$ cat config.mk
export PLATFORM = sky130hd
export DESIGN_NAME = noise_arbiter
export DESIGN_NICKNAME = d
export VERILOG_FILES = /design/src/rtl/noise_arbiter.sv
export SDC_FILE = /design/constraint.sdc
export NUM_CORES = 1
export LEC_CHECK = 0
export CAP_MARGIN = 0
export CORE_ASPECT_RATIO = 0.8
export CORE_MARGIN = 1.5
export CORE_UTILIZATION = 42
export DETAILED_ROUTE_END_ITERATION = 10
export PLACE_DENSITY = 0.78
export SLEW_MARGIN = 30
export SYNTH_ARGS = -nofsm -noshare
export SYNTH_HDL_FRONTEND = slang
export SYNTH_SLANG_ARGS = --single-unit
$ cat constraint.sdc
create_clock -name clk -period 2.8 [get_ports clk]
set_input_delay 0.84 -clock clk [delete_from_list [all_inputs] [get_ports clk]]
set_output_delay 0.84 -clock clk [all_outputs]
set_load 0.02 [all_outputs]
$ cat src/rtl/noise_arbiter.sv
// Round-robin arbiter that shares one 16-bit Fibonacci LFSR noise source among
// NUM_REQ requesters, streaming each granted burst over a valid/ready handshake.
module noise_arbiter #(
  parameter int          NUM_REQ = 4,
  parameter int          LEN_W   = 8,
  parameter logic [15:0] SEED    = 16'hACE1
) (
  input  logic                     clk,
  input  logic                     reset,
  input  logic [NUM_REQ-1:0]       req,
  input  logic [NUM_REQ*LEN_W-1:0] req_len,
  input  logic                     seed_load,
  input  logic [15:0]              seed_val,
  input  logic                     noise_ready,
  output logic [NUM_REQ-1:0]       gnt,
  output logic                     noise_valid,
  output logic [15:0]              noise_data,
  output logic                     noise_last,
  output logic                     busy
);

  localparam int PTR_W = (NUM_REQ > 1) ? $clog2(NUM_REQ) : 1;

  typedef enum logic {IDLE, STREAM} state_t;

  state_t               state, state_next;
  logic [15:0]          lfsr, lfsr_next;
  logic [LEN_W-1:0]     cnt, cnt_next;
  logic [PTR_W-1:0]     ptr, ptr_next;
  logic [NUM_REQ-1:0]   gnt_q, gnt_next;

  logic [LEN_W-1:0]     len_arr [NUM_REQ];
  logic                 found;
  logic [PTR_W-1:0]     win;
  logic [PTR_W-1:0]     cand;
  logic                 feedback;

  for (genvar g = 0; g < NUM_REQ; g++) begin : g_len
    assign len_arr[g] = req_len[g*LEN_W +: LEN_W];
  end

  assign feedback = lfsr[15] ^ lfsr[13] ^ lfsr[12] ^ lfsr[10];

  // Search starts just past the last winner, so each requester waits at most
  // NUM_REQ-1 bursts.
  always_comb begin
    found = 1'b0;
    win   = '0;
    cand  = '0;
    for (int i = 1; i <= NUM_REQ; i++) begin
      cand = PTR_W'((int'(ptr) + i) % NUM_REQ);
      if (!found && req[cand]) begin
        found = 1'b1;
        win   = cand;
      end
    end
  end

  // NOTE: every next-state variable takes its current value first, so no path
  // through the case leaves one unassigned and no latch is inferred.
  always_comb begin
    state_next = state;
    lfsr_next  = lfsr;
    cnt_next   = cnt;
    ptr_next   = ptr;
    gnt_next   = gnt_q;
    unique case (state)
      IDLE: begin
        if (seed_load) begin
          lfsr_next = (seed_val == 16'h0) ? SEED : seed_val;
        end else if (found) begin
          cnt_next      = len_arr[win];
          gnt_next      = '0;
          gnt_next[win] = 1'b1;
          ptr_next      = win;
          state_next    = STREAM;
        end
      end
      STREAM: begin
        if (noise_ready) begin
          lfsr_next = {lfsr[14:0], feedback};
          if (cnt == '0) begin
            gnt_next   = '0;
            state_next = IDLE;
          end else begin
            cnt_next = cnt - LEN_W'(1);
          end
        end
      end
      default: state_next = IDLE;
    endcase
  end

  // NOTE: sequential state uses non-blocking assignments so every register
  // samples its pre-edge inputs regardless of statement order.
  always_ff @(posedge clk or posedge reset) begin
    if (reset) begin
      state <= IDLE;
      lfsr  <= SEED;
      cnt   <= '0;
      ptr   <= PTR_W'(NUM_REQ - 1);
      gnt_q <= '0;
    end else begin
      state <= state_next;
      lfsr  <= lfsr_next;
      cnt   <= cnt_next;
      ptr   <= ptr_next;
      gnt_q <= gnt_next;
    end
  end

  assign gnt         = gnt_q;
  assign busy        = (state == STREAM);
  assign noise_valid = busy;
  assign noise_last  = busy && (cnt == '0);
  assign noise_data  = busy ? lfsr : 16'h0;

endmodule

==> flow_metrics.env <==
export IMPL_crit_family="simple AND/OR/NAND/NOR gates"
export IMPL_critPathMaxStageDelay_ps=430
export IMPL_final_fill_count=384
export IMPL_hpwl_um=4529
export IMPL_synth_area_leaders="dfrtp_1 27%, dfstp_2 13%, mux2i_1 7.6%"
export IMPL_r2r_cells=6
export IMPL_drc=0
export IMPL_cts_reportedPaths_clkPinSlew_ps=60
export IMPL_yosysWarnings=0
export IMPL_period_share_pct=93.49
export IMPL_fin_util_pct=65.26
export IMPL_area_growth_synth_to_final_pct=50.32
export IMPL_firstDrtPassIters=4
export IMPL_drt_antenna_violating_nets=0
export IMPL_combPwrFrac_pct=59.9
export IMPL_power_internal_uw=1748
export IMPL_hold_path_depth=2
export IMPL_syn_area_um2=1972
export IMPL_syn_nets=280
export IMPL_grt_pass1_wl_um=9446
export IMPL_cts_buffers=5
export IMPL_drt_wl_total_um=5756
export IMPL_p_leak_uw=0.001249
export IMPL_criticalPathCategory="reg2out"
export IMPL_period_minus_slack_ps=2618
export IMPL_arrival_ps=1780
export IMPL_path_max_fanout=5
export IMPL_min_path_type="reg2reg"
export IMPL_place_area_um2=2882
export IMPL_core_um2=4542
export IMPL_worst_pin_slew_ps=501.5
export IMPL_slew_violations=0
export IMPL_synth_top_cells_by_count="21 x dfrtp_1, 19 x nand2_1, 19 x o21ai_0"
export IMPL_grt_max_degree=33
export IMPL_drive_gt1_share_pct=12.90
export IMPL_status="finished clean"
export IMPL_power_switching_share_pct=41.95
export IMPL_yosysTopAreaCellShare_pct=26.65
export IMPL_synth_main_ff_cell="dfrtp_1"
export IMPL_diodes=0
export IMPL_synthArstFlopShare_pct=100.0
export IMPL_ios=79
export IMPL_cts_path_max_buffers=2
export IMPL_final_cell_area_um2=2964
export IMPL_gp_congestion=0.8887
export IMPL_maxCapViolCount=0
export IMPL_min_to="lfsr[8]$_DFFE_PP0P_"
export IMPL_reg2reg_from="ptr[1]$_DFFE_PP1P_"
export IMPL_reg2reg_setup_slack_ps=800
export IMPL_synth_edf_count=0
export IMPL_slowest_stage="dfrtp_1"
export IMPL_gr_total_overflow=0
export IMPL_critPathBufInv=1
export IMPL_synth_seq_cells=31
export IMPL_viasPerCell=5.454
export IMPL_die_y_um=64.29
export IMPL_dieArea_um2=5117
export IMPL_syn_inst=222
export IMPL_drtIter0Drc=108
export IMPL_rsz0062_at_grt="false"
export IMPL_cts_num_sinks=31
export IMPL_synth_area_per_cell_um2=8.882
export IMPL_min_from="lfsr[8]$_DFFE_PP0P_"
export IMPL_antenna_found_initial=0
export IMPL_powerDensity_nw_per_um2=1016
export IMPL_synth_most_common_cell="dfrtp_1"
export IMPL_vdd_drop_max_uv=566.9
export IMPL_clk_latency_ps=290
export IMPL_synth_seq_area_share_pct=39.97
export IMPL_cp_end_kind="output port"
export IMPL_fmax_mhz=382.0
export IMPL_r2r_end="cnt[2]$_DFFE_PP0P_"
export IMPL_p_total_uw=3012
export IMPL_die_w_um=79.61
export IMPL_setup_viol=0
export IMPL_root_buffer="clkbuf_8"
export IMPL_wl_per_cell_um=15.56
export IMPL_cts_setup_buffers=0
export IMPL_yosysUniqueCellTypes=43
export IMPL_crit_chain="nor3_1 -> and4b_1 -> and2_1 -> dlygate4sd2_1"
export IMPL_placement_io_buffers=78
export IMPL_htreeDepth=2
export IMPL_required_ps=1960
export IMPL_nets=367
export IMPL_p_seq_share_pct=28.7
export IMPL_rows=22
export IMPL_yosysTopAreaCell="dfrtp_1"
export IMPL_num_vias=2018
export IMPL_relSlewSlack_pct=66.13
export IMPL_worst_clock_skew_ps=4.716
export IMPL_first_global_vias=1975
export IMPL_worstSetupStartpointType="flip-flop"
export IMPL_cts_tree="yes"
export IMPL_grt_use_total_pct=23.69
export IMPL_initial_core_util_pct=43.42
export IMPL_power_frac_clock_pct=11.4
export IMPL_hold_viol=0
export IMPL_p_sw_uw=1264
[cell usage in the layout (no fill, tap or decap), types with 3 or more instances in the layout]
master and n:
o22ai_1 10, clkinv_2 3, nand2_1 19, clkdlybuf4s50_1 77, inv_1 12, buf_4 15, nand3_1 9, nor2_1 14
and2_1 13, nor4_1 5, dfstp_2 10, clkbuf_8 5, mux2i_1 15, a211oi_1 8, o21ai_0 19, a21oi_1 15
dfrtp_1 21, mux2_2 4, nor3_1 3
[worst reg2reg max path: stages (launching register included)]
cell     delay (ps)
dfstp_2         590
mux2i_1         200
o22ai_1         100
a21oi_1         120
buf_4           200
mux4_2          320
a221o_1         360
[worst max-delay path by stage]
stage	end	depth (start not counted)	startpoint	slack (ps)
4_1_cts	cnt[5]$_DFFE_PP0P_	8	req[1]	210
5_1_grt	noise_data[3]	3	busy$_DFF_PP0_	110
3_5_place_dp	cnt[7]$_DFFE_PP0P_	9	req[1]	-100
3_3_place_gp	cnt[3]$_DFFE_PP0P_	8	req[1]	4
6_report	noise_last	4	cnt[4]$_DFFE_PP0P_	180
2_1_floorplan	cnt[2]$_DFFE_PP0P_	6	req[1]	480
[flip-flops by register name, indices dropped and copies added (netlist names)]
signal	flops
gnt	4
busy	1
ptr	2
lfsr	16
cnt	8
[power groups by stage]
stage	clock (uW)	combinational, uW	sequential (uW)
floorplan	0	1100	867
CTS	345	1810	864
detailed placement	0	1800	869
global route	369	1960	895
global placement	0	1770	864
finish	343	1800	865
[logic make-up (layout without fill, tap and decap cells)]
group,count (synthesis),in the layout,share of synthesized area [%]
flops,31,31,39.97
fa+ha+maj,2,2,1.269
buf+inv,25,113,5.457
mux,20,20,11.04
simple gates,72,72,18.59
xor+xnor,3,3,1.333
compound gates,69,69,22.34
[metal layers]
layer,wire [um],GRT usage (%)
met1,2602,32.95
met2,2740,35.81
met3,335,6.286
met4,77,7.237
met5,0,0
[metrics by stage]
step	hold WS (ps)	setup WS (ps)	instances	setup TNS [ps]
floorplan	441.8	475.5	222	0
global placement	456.0	3.973	362	0
detailed placement	465.5	-99.05	362	-317.6
CTS	479.4	208.6	370	0
global route	498.6	105.5	370	0
finish	473.8	182.4	370	0
[layout make-up]
cell class | count | area, um2 | area share [%]
clock buffers | 5 | 68.82 | 2.322
clock inverters | 3 | 15.01 | 0.5065
inverters | 12 | 45.04 | 1.520
multi-input cells | 166 | 1080 | 36.43
flip-flops and latches | 31 | 788.3 | 26.59
well taps | 60 | 75.07 | 2.533
repair buffers | 93 | 892.1 | 30.10
[repair_timing]
item	CTS	global route
resized for setup	1	0
hold buffers	0	0
setup endpoints to repair	1	0
No activity file was read; power rests on OpenSTA's default activity.
